--- config.mk ---
export PLATFORM = sky130hd
export DESIGN_NAME = int_iq_slot_alloc_ctrl
export DESIGN_NICKNAME = d
export VERILOG_FILES = /design/src/rtl/int_iq_slot_alloc_ctrl_pkg.sv /design/src/rtl/int_iq_slot_alloc_ctrl_rr_arb2.sv /design/src/rtl/int_iq_slot_alloc_ctrl.sv
export SDC_FILE = /design/constraint.sdc
export NUM_CORES = 1
export LEC_CHECK = 0
export CAP_MARGIN = 20
export CORE_UTILIZATION = 45
export DETAILED_ROUTE_END_ITERATION = 6
export GPL_ROUTABILITY_DRIVEN = 0
export PLACE_DENSITY_LB_ADDON = 0.1
export SLEW_MARGIN = 0
export SYNTH_ARGS = -nofsm -noshare
export SYNTH_HDL_FRONTEND = slang
export SYNTH_SLANG_ARGS = --single-unit
export TNS_END_PERCENT = 1
--- constraint.sdc ---
create_clock -name Clk -period 3 [get_ports Clk]
set_input_delay 0.6 -clock Clk [delete_from_list [all_inputs] [get_ports Clk]]
set_output_delay 0.6 -clock Clk [all_outputs]
set_load 0.1 [all_outputs]
--- src/rtl/int_iq_slot_alloc_ctrl_pkg.sv ---
// Shared integer issue-queue constants: slot geometry, flush FSM encoding and
// the slot set the free list holds after a re-initialise.
package int_iq_slot_alloc_ctrl_pkg;

   localparam int SLOTW      = 5;
   localparam int SLOTNUM    = 8;
   localparam int SETTLE_CYC = 2;

   typedef enum logic [1:0] {
      ST_RUN    = 2'd0,
      ST_CLEAN  = 2'd1,
      ST_SETTLE = 2'd2
   } iq_state_e;

   localparam logic [SLOTW-1:0] FL_RST_SLOT [SLOTNUM] = '{
      5'd2, 5'd6, 5'd10, 5'd14, 5'd18, 5'd22, 5'd26, 5'd30
   };

endpackage

--- src/rtl/int_iq_slot_alloc_ctrl_rr_arb2.sv ---
// Two-requester round-robin arbiter; grant is combinational, pointer updates on the edge.
// Priority flips to the other requester after every grant; en=0 suppresses grant and update.
module rr_arb2 (
   input  logic       clk,
   input  logic       rst,
   input  logic       en,
   input  logic [1:0] req,
   output logic [1:0] gnt
);

   logic ptr_q, ptr_d;

   always_comb begin
      gnt = 2'b00;
      if (en) begin
         if (req == 2'b11) gnt = ptr_q ? 2'b10 : 2'b01;
         else              gnt = req;
      end
      ptr_d = ptr_q;
      if (gnt[0])      ptr_d = 1'b1;
      else if (gnt[1]) ptr_d = 1'b0;
   end

   always_ff @(posedge clk or posedge rst) begin
      if (rst) ptr_q <= 1'b0;
      else     ptr_q <= ptr_d;
   end

endmodule

--- src/rtl/int_iq_slot_alloc_ctrl.sv ---
// Int IQ slot allocation: zero-latency grant from the free-list head, releases held one deep per
// port and merged onto one push. Releases are refused while a port's buffer stays full or outside RUN.
module int_iq_slot_alloc_ctrl
   import int_iq_slot_alloc_ctrl_pkg::*;
(
   input  logic             Clk,
   input  logic             Rest,
   input  logic             DispReq,
   output logic             DispGnt,
   output logic [SLOTW-1:0] DispSlot,
   input  logic [1:0]       RelValid,
   input  logic [SLOTW-1:0] RelSlot0,
   input  logic [SLOTW-1:0] RelSlot1,
   output logic [1:0]       RelReady,
   input  logic             FlushReq,
   output logic             FlRable,
   output logic             FlWable,
   output logic [SLOTW-1:0] FlDin,
   output logic             FlClean,
   input  logic [SLOTW-1:0] FlPreOut,
   input  logic             FlEmpty,
   output logic [3:0]       AllocCnt,
   output logic             RelErr
);

   localparam int             STW         = $clog2(SETTLE_CYC + 1);
   localparam logic [STW-1:0] SETTLE_LAST = STW'(SETTLE_CYC - 1);

   iq_state_e        state_q;
   logic [STW-1:0]   settle_cnt_q;
   logic             fl_clean_q;
   logic [1:0]       buf_vld_q, buf_vld_d;
   logic [SLOTW-1:0] buf_dat_q [2];
   logic [SLOTW-1:0] buf_dat_d [2];
   logic [3:0]       alloc_cnt_q, alloc_cnt_d;
   logic             rel_err_q, rel_err_d;
   logic             run, disp_gnt, push_ok, fl_push, rel_drop;
   logic [1:0]       arb_gnt, rel_rdy;
   logic [SLOTW-1:0] rel_slot [2];
   logic [SLOTW-1:0] win_slot;

   assign rel_slot[0] = RelSlot0;
   assign rel_slot[1] = RelSlot1;

   rr_arb2 u_arb (
      .clk (Clk),
      .rst (Rest),
      .en  (~FlushReq),
      .req (buf_vld_q),
      .gnt (arb_gnt)
   );

   always_comb begin
      run      = (state_q == ST_RUN);
      disp_gnt = DispReq & run & ~FlEmpty & ~FlushReq & ~Rest;
      win_slot = arb_gnt[1] ? buf_dat_q[1] : buf_dat_q[0];
      // A push needs an outstanding slot to return, counting this cycle's grant.
      push_ok  = (alloc_cnt_q != 4'd0) | disp_gnt;
      fl_push  = (|arb_gnt) & push_ok;
      rel_drop = (|arb_gnt) & ~push_ok;

      for (int i = 0; i < 2; i++)
         rel_rdy[i] = run & ~FlushReq & ~Rest & (~buf_vld_q[i] | arb_gnt[i]);

      buf_vld_d = buf_vld_q;
      buf_dat_d = buf_dat_q;
      for (int i = 0; i < 2; i++) begin
         if (FlushReq) begin
            buf_vld_d[i] = 1'b0;
         end else if (RelValid[i] & rel_rdy[i]) begin
            buf_vld_d[i] = 1'b1;
            buf_dat_d[i] = rel_slot[i];
         end else if (arb_gnt[i]) begin
            buf_vld_d[i] = 1'b0;
         end
      end

      alloc_cnt_d = alloc_cnt_q;
      if (FlushReq)                alloc_cnt_d = 4'd0;
      else if (disp_gnt & ~fl_push) alloc_cnt_d = alloc_cnt_q + 4'd1;
      else if (~disp_gnt & fl_push) alloc_cnt_d = alloc_cnt_q - 4'd1;

      rel_err_d = rel_err_q | rel_drop;
   end

   always_ff @(posedge Clk or posedge Rest) begin
      if (Rest) begin
         buf_vld_q    <= 2'b00;
         buf_dat_q[0] <= '0;
         buf_dat_q[1] <= '0;
         alloc_cnt_q  <= 4'd0;
         rel_err_q    <= 1'b0;
      end else begin
         buf_vld_q   <= buf_vld_d;
         buf_dat_q   <= buf_dat_d;
         alloc_cnt_q <= alloc_cnt_d;
         rel_err_q   <= rel_err_d;
      end
   end

   // A flush in any state (re)starts the clean; FlClean is high for exactly the CLEAN cycles.
   always_ff @(posedge Clk or posedge Rest) begin
      if (Rest) begin
         state_q      <= ST_RUN;
         settle_cnt_q <= '0;
         fl_clean_q   <= 1'b0;
      end else begin
         fl_clean_q <= 1'b0;
         if (FlushReq) begin
            state_q      <= ST_CLEAN;
            settle_cnt_q <= '0;
            fl_clean_q   <= 1'b1;
         end else begin
            case (state_q)
               ST_CLEAN: begin
                  state_q      <= ST_SETTLE;
                  settle_cnt_q <= '0;
               end
               ST_SETTLE: begin
                  if (settle_cnt_q == SETTLE_LAST) state_q <= ST_RUN;
                  else                             settle_cnt_q <= settle_cnt_q + 1'b1;
               end
               ST_RUN:  ;
               default: state_q <= ST_RUN;
            endcase
         end
      end
   end

   assign DispGnt  = disp_gnt;
   assign DispSlot = FlPreOut;
   assign FlRable  = disp_gnt;
   assign FlWable  = fl_push;
   assign FlDin    = win_slot;
   assign FlClean  = fl_clean_q;
   assign RelReady = rel_rdy;
   assign AllocCnt = alloc_cnt_q;
   assign RelErr   = rel_err_q;

endmodule

==> results.md, run 1 <==
- Status: complete, no violations
- Core area: 2730 um^2
- Reg2reg start: state_q[1]
- Root buffer cell: clkbuf_4
- Reg2reg path depth: 7
- Fin. max-slew vios: 0
- Die Y: 55.7 um
- Crit share post-route: 90.7%
- CTS Buf Count: 3
- Die width: 55.7 um
- Iter 0 DRT Violations: 15
- Synth top area share: 44.4%
- Worst-path clk slew: 0.13 ns
- Synth Area in Simple Gates: 14.7%
- Synth Register Bits: 23
- Mean area per synthesized cell: 11.0 um^2
- YS warnings: 0
- Fill count: 229
- Final Skew: 0.00615 ns
- Pin count of the biggest net entering global routing: 24
- Unrepaired setup endpoints after global routing: no
- Worst endpoint required time: 2.40 ns
- Most frequent cells in the layout: dfrtp_1 (23), clkdlybuf4s50_1 (16), mux2_2 (15), buf_12 (10), buf_4 (10)
- Hold WC Path Type: reg2reg
- CTS max path bufs: 2
- Final Hold Violating Endpoints: 0
- # IOs: 43
- Hold Path Cell Cnt: 1
- CP Capture Type: primary output
- Area leader, netlist: dfrtp_1
- FF-to-FF setup slack: 0.70 ns
- CP Class: in2out
- First-pass GRT wire length: 4.45 mm
- Worst Path Max Fanout: 6
- Netlist cell types: 35
- Cells after DPL: 176
- Post-cts sizing count: 0
- DIE AREA: 3100 um^2
- Number of global-route vias before repair: 1034
- Syn_nets: 144
- Pleak: 0.744 nW
- Setup crit start kind: primary input
- Drt drc: 0
- Postcts setup bufs: 0
- Critical hold path startpoint: u_arb.ptr_q
- Cell breakdown of the critical path: clkdlybuf4s50_1 > nor4_4 > buf_4 > and2_1 > buf_12
- Worst slew margin: 41.0%
- DR vias: 988
- Wire per inst: 14.1 um
- Fmax achieved: 368 MHz
- Share of layout cells above drive strength 1: 32.2%
- Critical Path AT: 2.12 ns
- Peak VDD IR: 0.666 mV
- TritonCTS clock tree: yes
- Diode count: 0
- Grt ovf: 0
- Final Critical Period: 2.72 ns
- Final ANT Viol Nets: 0
- Commonest non-fill, non-tap cell in the layout: dfrtp_1
- Initial antenna violation count: 0
- Reg-to-reg endpoint: AllocCnt[3]
- Compound-gate portion of the synthesized area: 13.1%
- Worst-Margin Slew: 0.884 ns
- Max stage delay on crit path: 0.50 ns
- GRT Overall Usage: 18.4%
- PwrDens: 542 nW/um^2
- Via density: 5.49
- Area of the mapped netlist: 1300 um^2
- Sequential area share after synthesis: 44.4%
- Clk_lat worst skew: 0.32 ns
- First drt pass iteration count: 4
- Worst path slowest cell: clkdlybuf4s50_1
- Layout Cells excl Fill: 180
- Dpl hpwl: 1.94 mm
- Sink Count: 23
- Worst hold endpoint: u_arb.ptr_q
- Final setup vio count: 0
- Largest family of logic cells by synthesized area: multiplexers
- # rows: 19
- CTS Hold Bufs: 0
- Area grow syn2layout: 34.1%
- Syn Inst Count: 118
- Most area-consuming cells after synthesis: dfrtp_1 (44%), mux2_2 (13%), a21oi_1 (3.5%), buf_4 (3.5%), ha_1 (2.9%)
- Post-synthesis mux area share: 15.3%
- Port bufs: 32
- H-tree depth: 1
- Starting density of the core: 47.4%
- Setup TNS: 0 ns
- Nets: 176
- Post-Synth XOR/XNOR Area: 0.676%
- Final WL: 2.53 mm
- Max_cap viols: 0
- Post-Synth Adder-Cell Area: 4.44%
-- logic make-up after synthesis --
| group | after synthesis |
|---|---|
| muxes | 18 |
| DFF | 23 |
| adders and majority gates | 4 |
| buffers and inverters | 17 |
| AOI/OAI and AO/OA | 26 |
| and+or+nand+nor | 29 |
| xor gates and xnor gates | 1 |
-- per-layer routing --
layer | vias up | wire [um] | part of all wire [%] | global-route usage (%)
met1 | 482 | 1000 | 40 | 20.0
met4 | 0 | 43 | 1.7 | 8.21
met2 | 25 | 1330 | 53 | 33.7
met5 | - | 0 | 0 | 0
met3 | 5 | 151 | 6.0 | 4.19
li1 | 476 | - | - | -
-- layout make-up --
| type | instances | area [um^2] | area share [%] |
|---|---|---|---|
| Sequential cell | 23 | 576 | 33.1 |
| Inverter | 8 | 31.3 | 1.80 |
| Timing Repair Buffer | 36 | 435 | 25.1 |
| Clock inverter | 1 | 5.00 | 0.288 |
| Multi-Input combinational cell | 78 | 629 | 36.2 |
| Tap cell | 31 | 38.8 | 2.23 |
| Clock buffer | 3 | 22.5 | 1.30 |
-- flip-flops by register name (all words and copies together), names as in the netlist --
name,flops
AllocCnt,4
FlClean,1
RelErr,1
buf_dat_q,10
buf_vld_q,2
settle_cnt_q,2
state_q,2
u_arb.ptr_q,1
-- where the power goes --
group / switching, W / internal, W / total (W)
sequential: 0.0000278 / 0.000356 / 0.000384
combinational: 0.000252 / 0.000160 / 0.000412
clock: 0.0000968 / 0.0000500 / 0.000147
-- cells in the mapped netlist, drive strengths merged --
cell type  count
a21oi          9
inv            7
nor2b          3
nor3           3
clkinv         1
nand4          1
a22oi          2
a211o          1
o21ai          4
dfrtp         23
buf            7
fa             1
or3b           1
xnor2          1
ha             3
and2           4
clkbuf         2
mux2i          3
nor2           6
nand2          3
a2111oi        2
mux2          15
o311ai         1
nand3          4
o21a           2
a21boi         1
nor4           2
a31o           1
a211oi         1
nand2b         2
a21o           2
-- worst max-delay path, delay by kind of cell --
| kind | cells | cell delay (ns) |
|---|---|---|
| buffers and inverters | 3 | 0.91 |
| AND/OR/NAND/NOR | 2 | 0.61 |
-- metrics by stage --
step | power [W] | util, % | setup slack (ns) | area (um^2) | hold WS [ns]
after floorplan | 0.000692 | - | 0.0503 | 1300 | 0.455
after global placement | 0.000795 | 62.6 | 0.190 | 1710 | 0.454
after detailed placement | 0.000805 | 62.6 | 0.0752 | 1710 | 0.477
after CTS | 0.000950 | 63.6 | 0.262 | 1740 | 0.502
after global routing | 0.000981 | 63.6 | 0.179 | 1740 | 0.514
final | 0.000942 | 63.6 | 0.279 | 1740 | 0.498
-- worst max-delay path by stage --
| stage | depth (start not counted) | endpoint | startpoint |
|---|---|---|---|
| 2_1_floorplan | 4 | FlRable | FlushReq |
| 3_3_place_gp | 8 | AllocCnt[3] | FlushReq |
| 3_5_place_dp | 8 | AllocCnt[3] | FlushReq |
| 4_1_cts | 5 | FlWable | FlushReq |
| 5_1_grt | 5 | FlWable | FlushReq |
| 6_report | 5 | RelReady[0] | FlushReq |
Note: power is estimated with default switching activity, not from simulation.
==> run 2, diff against run 1 <==
--- a/config.mk
+++ b/config.mk
@@ -10,6 +10,7 @@
 export DETAILED_ROUTE_END_ITERATION = 6
 export GPL_ROUTABILITY_DRIVEN = 0
 export PLACE_DENSITY_LB_ADDON = 0.1
+export RECOVER_POWER = 50
 export SLEW_MARGIN = 0
 export SYNTH_ARGS = -nofsm -noshare
 export SYNTH_HDL_FRONTEND = slang
==> run 2 against run 1 <==
Compared with the run above: combinational power barely moved; first-iteration DRC count fell by 13%; flip-flop and latch count did not move; total power fell by 0.24%; wire length fell by 0.16%; count of clock-buffer cells in the layout did not move; critical path type unchanged; critical endpoint is now FlWable; highest routed layer unchanged.
==> results.md, run 2 (same netlist as run 1, synthesis figures left out) <==
- Status: complete, no violations
- Worst endpoint required time: 2.40 ns
- Area grow syn2layout: 33.2%
- Design Area, Final: 1730 um^2
- Hold WC Path Type: reg2reg
- Iter 0 DRT Violations: 13
- Final Critical Period: 2.75 ns
- Reg2reg path depth: 7
- Post-cts sizing count: 0
- Dpl hpwl: 1.94 mm
- Final setup vio count: 0
- TritonCTS clock tree: yes
- Gate power share: 43.6%
- DIE AREA: 3100 um^2
- Worst Path Max Fanout: 5
- Via density: 5.50
- FF-to-FF setup slack: 0.70 ns
- Setup slack after layout: 0.247 ns
- Drt drc: 0
- Max reg flops: 10
- Pre-CTS setup slack: 0.0752 ns
- Root buffer cell: clkbuf_4
- Starting density of the core: 47.4%
- Fmax achieved: 363 MHz
- # rows: 19
- CP Class: in2out
- Worst-path clk slew: 0.13 ns
- H-tree depth: 1
- Final ANT Viol Nets: 0
- First drt pass iteration count: 4
- Internal power: 0.000564 W
- Diode count: 0
- Fin. max-slew vios: 0
- Clk pwr share: 15.6%
- Sequential Power Share: 40.8%
- Sink Count: 23
- CTS Hold Bufs: 0
- WHS: 0.498 ns
- Dpl cell area: 1710 um^2
- Peak VDD IR: 0.665 mV
- Switching part of the total power: 40.0%
- Final Hold Violating Endpoints: 0
- Pin count of the biggest net entering global routing: 24
- GRT Overall Usage: 18.4%
- CTS max path bufs: 2
- Share of layout cells above drive strength 1: 30.2%
- Die width: 55.7 um
- Clk_lat worst skew: 0.32 ns
- # IOs: 43
- Most frequent cells in the layout: dfrtp_1 (23), mux2_2 (15), clkdlybuf4s50_1 (15), buf_12 (10), a21oi_1 (9)
- First-pass GRT wire length: 4.45 mm
- Worst slew margin: 22.6%
- Final Skew: 0.00626 ns
- Setup crit start kind: primary input
- Core area: 2730 um^2
- Commonest non-fill, non-tap cell in the layout: dfrtp_1
- CP endpoint: FlWable
- Nets: 176
- Die Y: 55.7 um
- Initial antenna violation count: 0
- Port bufs: 32
- Setup TNS: 0 ns
- Reg-to-reg endpoint: AllocCnt[3]
- Unrepaired setup endpoints after global routing: no
- Pleak: 0.733 nW
- Final WL: 2.53 mm
- CP Capture Type: primary output
- Reg2reg start: state_q[1]
- Max_cap viols: 0
- Postcts setup bufs: 0
- Grt ovf: 0
- Critical Path AT: 2.15 ns
- DR vias: 990
- Top reg by flops: buf_dat_q
- CTS Buf Count: 3
- Critical path origin: Rest
- Crit share post-route: 91.8%
- PwrDens: 544 nW/um^2
- Number of global-route vias before repair: 1034
- Worst-Margin Slew: 1.17 ns
- NetSw: 0.000376 W
- Wire per inst: 14.0 um
## run 2: cell types whose count changed in the layout (fill, tap and decap cells not counted), sizes merged
cell           delta
buf               -3
clkdlybuf4s50     -1
clkbuf            +3
dlygate4sd3       +1
## run 2: per-layer routing
metal  global-route usage [%]  vias up  share of wire [%]
li1                         -      476                  -
met1                     20.0      484                 39
met2                     33.7       25                 53
met3                     4.19        5                6.0
met4                     8.21        0                1.7
met5                        0        -                  0
## run 2: layout make-up
type | instances | area, um^2
repair buffers | 36 | 424
inverters | 8 | 31.3
multi-input cells | 78 | 629
clock buffers | 3 | 22.5
well taps | 31 | 38.8
flip-flops and latches | 23 | 576
fillers | 232 | 1010
clock inverters | 1 | 5.00
## run 2: worst max-delay path, cell delays in order
cell	delay, ns
dlygate4sd3_1	0.59
nor4_4	0.38
nand2_1	0.17
a21boi_2	0.22
buf_12	0.20
## run 2: worst min-delay path by stage
stage                             end  slack, ns   startpoint  depth (start not counted)
after floorplan           u_arb.ptr_q       0.45  u_arb.ptr_q                          1
after global placement         RelErr       0.45       RelErr                          1
final                     u_arb.ptr_q       0.50  u_arb.ptr_q                          1
after global routing           RelErr       0.51       RelErr                          1
after detailed placement       RelErr       0.48       RelErr                          1
after CTS                 u_arb.ptr_q       0.50  u_arb.ptr_q                          1
## run 2: per-stage QoR
stage / power [W] / util (%) / instances
6_report: 0.000940 / 63.2 / 180
5_1_grt: 0.000979 / 63.2 / 180
4_1_cts: 0.000950 / 63.6 / 180
3_5_place_dp: 0.000805 / 62.6 / 176
3_3_place_gp: 0.000795 / 62.6 / 176
2_1_floorplan: 0.000692 / - / 118
## run 2: power by group through the flow
| stage | clock [W] | sequential, W | combinational, W |
|---|---|---|---|
| global route | 0.000161 | 0.000390 | 0.000428 |
| finish | 0.000147 | 0.000384 | 0.000409 |
| global placement | 0 | 0.000387 | 0.000408 |
| floorplan | 0 | 0.000418 | 0.000274 |
| CTS | 0.000150 | 0.000385 | 0.000416 |
| detailed placement | 0 | 0.000391 | 0.000413 |
==> run 3, diff against run 2 <==
--- a/config.mk
+++ b/config.mk
@@ -10,7 +10,7 @@
 export DETAILED_ROUTE_END_ITERATION = 6
 export GPL_ROUTABILITY_DRIVEN = 0
 export PLACE_DENSITY_LB_ADDON = 0.1
-export RECOVER_POWER = 50
+export REMOVE_ABC_BUFFERS = 1
 export SLEW_MARGIN = 0
 export SYNTH_ARGS = -nofsm -noshare
 export SYNTH_HDL_FRONTEND = slang
==> run 3 against run 2 <==
Compared with the run above: via count rose by 3.8%; non-clock buffer count rose by 1; core utilization grew 0.55 points; critical endpoint unchanged; global-route usage grew 0.090 points; sequential share of layout area down 0.29 points; largest power group unchanged; highest routed layer unchanged; die area did not move.
==> results.md, run 3 (same netlist as run 1, synthesis figures left out) <==
- Status: complete, no violations
- Postcts setup bufs: 0
- Final WL: 2.57 mm
- First-pass GRT wire length: 4.53 mm
- CTS Buf Count: 3
- TritonCTS clock tree: yes
- Root buffer cell: clkbuf_4
- Grt ovf: 0
- Worst slew margin: 39.4%
- Diode count: 0
- DR vias: 1028
- Die width: 55.7 um
- Dpl hpwl: 1.99 mm
- Sequential Power Share: 40.6%
- Iter 0 DRT Violations: 24
- Top reg by flops: buf_dat_q
- # IOs: 43
- Fill count: 232
- Final ANT Viol Nets: 0
- Setup slack after layout: 0.127 ns
- Setup crit start kind: primary input
- Clk pwr share: 15.7%
- Final Hold Violating Endpoints: 0
- Peak VDD IR: 0.505 mV
- CP Capture Type: primary output
- NetSw: 0.000378 W
- Final setup vio count: 0
- Worst-path clk slew: 0.13 ns
- Crit share post-route: 95.8%
- Final Skew: 0.00700 ns
- Pin count of the biggest net entering global routing: 24
- Unrepaired setup endpoints after global routing: no
- Total Power: 0.000944 W
- Nets: 177
- Fin. max-slew vios: 0
- Post-cts sizing count: 0
- Hold WC Path Type: reg2reg
- Starting density of the core: 47.4%
- DIE AREA: 3100 um^2
- Worst-Margin Slew: 0.907 ns
- Number of global-route vias before repair: 1019
- Core area: 2730 um^2
- Switching part of the total power: 40.0%
- Wire per inst: 14.2 um
- First drt pass iteration count: 4
- Die Y: 55.7 um
- CTS Hold Bufs: 0
- PwrDens: 542 nW/um^2
- Finished Core Util: 63.7%
- Pre-CTS setup slack: -0.139 ns
- Initial antenna violation count: 0
- Pleak: 0.749 nW
- Worst Path Max Fanout: 6
- Dpl cell area: 1710 um^2
- Design Area, Final: 1740 um^2
- Most frequent cells in the layout: dfrtp_1 (23), clkdlybuf4s50_1 (16), mux2_2 (15), buf_4 (11), buf_12 (10)
- Drt drc: 0
- Critical Path AT: 2.27 ns
- CP Class: in2out
- GRT Overall Usage: 18.5%
- Area grow syn2layout: 34.4%
- Internal power: 0.000566 W
- Max_cap viols: 0
- Commonest non-fill, non-tap cell in the layout: dfrtp_1
- Fmax achieved: 348 MHz
- # rows: 19
- H-tree depth: 1
- Via density: 5.68
- Final Critical Period: 2.87 ns
- Sink Count: 23
- Port bufs: 32
- CTS max path bufs: 2
- Max reg flops: 10
- WHS: 0.493 ns
- Clk_lat worst skew: 0.31 ns
- Gate power share: 43.6%
- Worst endpoint required time: 2.40 ns
- Share of layout cells above drive strength 1: 32.0%
run 3: per-layer routing:
layer | share of wire [%] | global-route usage (%)
met5 | 0 | 0
met2 | 52 | 31.8
met4 | 0.66 | 6.43
met1 | 42 | 22.2
met3 | 6.1 | 4.88
run 3: path summary, 6_finish.rpt:
kind | start | end | slack (ns) | cells after the start
worst max register to register | state_q[1] | AllocCnt[3] | 0.57 | 7
worst max-delay path | FlushReq | FlWable | 0.13 | 5
worst min-delay path | RelErr | RelErr | 0.49 | 1
worst min register to register | RelErr | RelErr | 0.49 | 1
max in group asynchronous | Rest | RelErr | 1.58 | 2
min in group asynchronous | Rest | settle_cnt_q[0] | 0.86 | 2
run 3: cell type report:
| type | count | area, um^2 | area share (%) |
|---|---|---|---|
| clock buffer | 3 | 22.5 | 1.29 |
| clock inverter | 1 | 5.00 | 0.287 |
| inverter | 8 | 31.3 | 1.80 |
| multi-input combinational | 78 | 626 | 35.9 |
| sequential | 23 | 576 | 33.0 |
| tap | 31 | 38.8 | 2.23 |
| timing repair buffer | 37 | 443 | 25.4 |
run 3: critical path, stage by stage:
cell and delay, ns:
clkdlybuf4s50_1 0.53, nor4_4 0.43, nand2_1 0.15, a21boi_0 0.34, buf_12 0.22
run 3: power groups by stage:
stage | logic, W | clock network [W] | registers (W)
6_report | 0.000412 | 0.000148 | 0.000384
5_1_grt | 0.000431 | 0.000164 | 0.000392
4_1_cts | 0.000415 | 0.000153 | 0.000385
3_5_place_dp | 0.000414 | 0 | 0.000391
3_3_place_gp | 0.000408 | 0 | 0.000388
2_1_floorplan | 0.000236 | 0 | 0.000420
run 3: stage by stage:
step / TNS [ns] / cells
6_report: 0 / 181
5_1_grt: 0 / 181
4_1_cts: 0 / 181
3_5_place_dp: -0.139 / 177
3_3_place_gp: 0 / 177
2_1_floorplan: -1.11 / 109
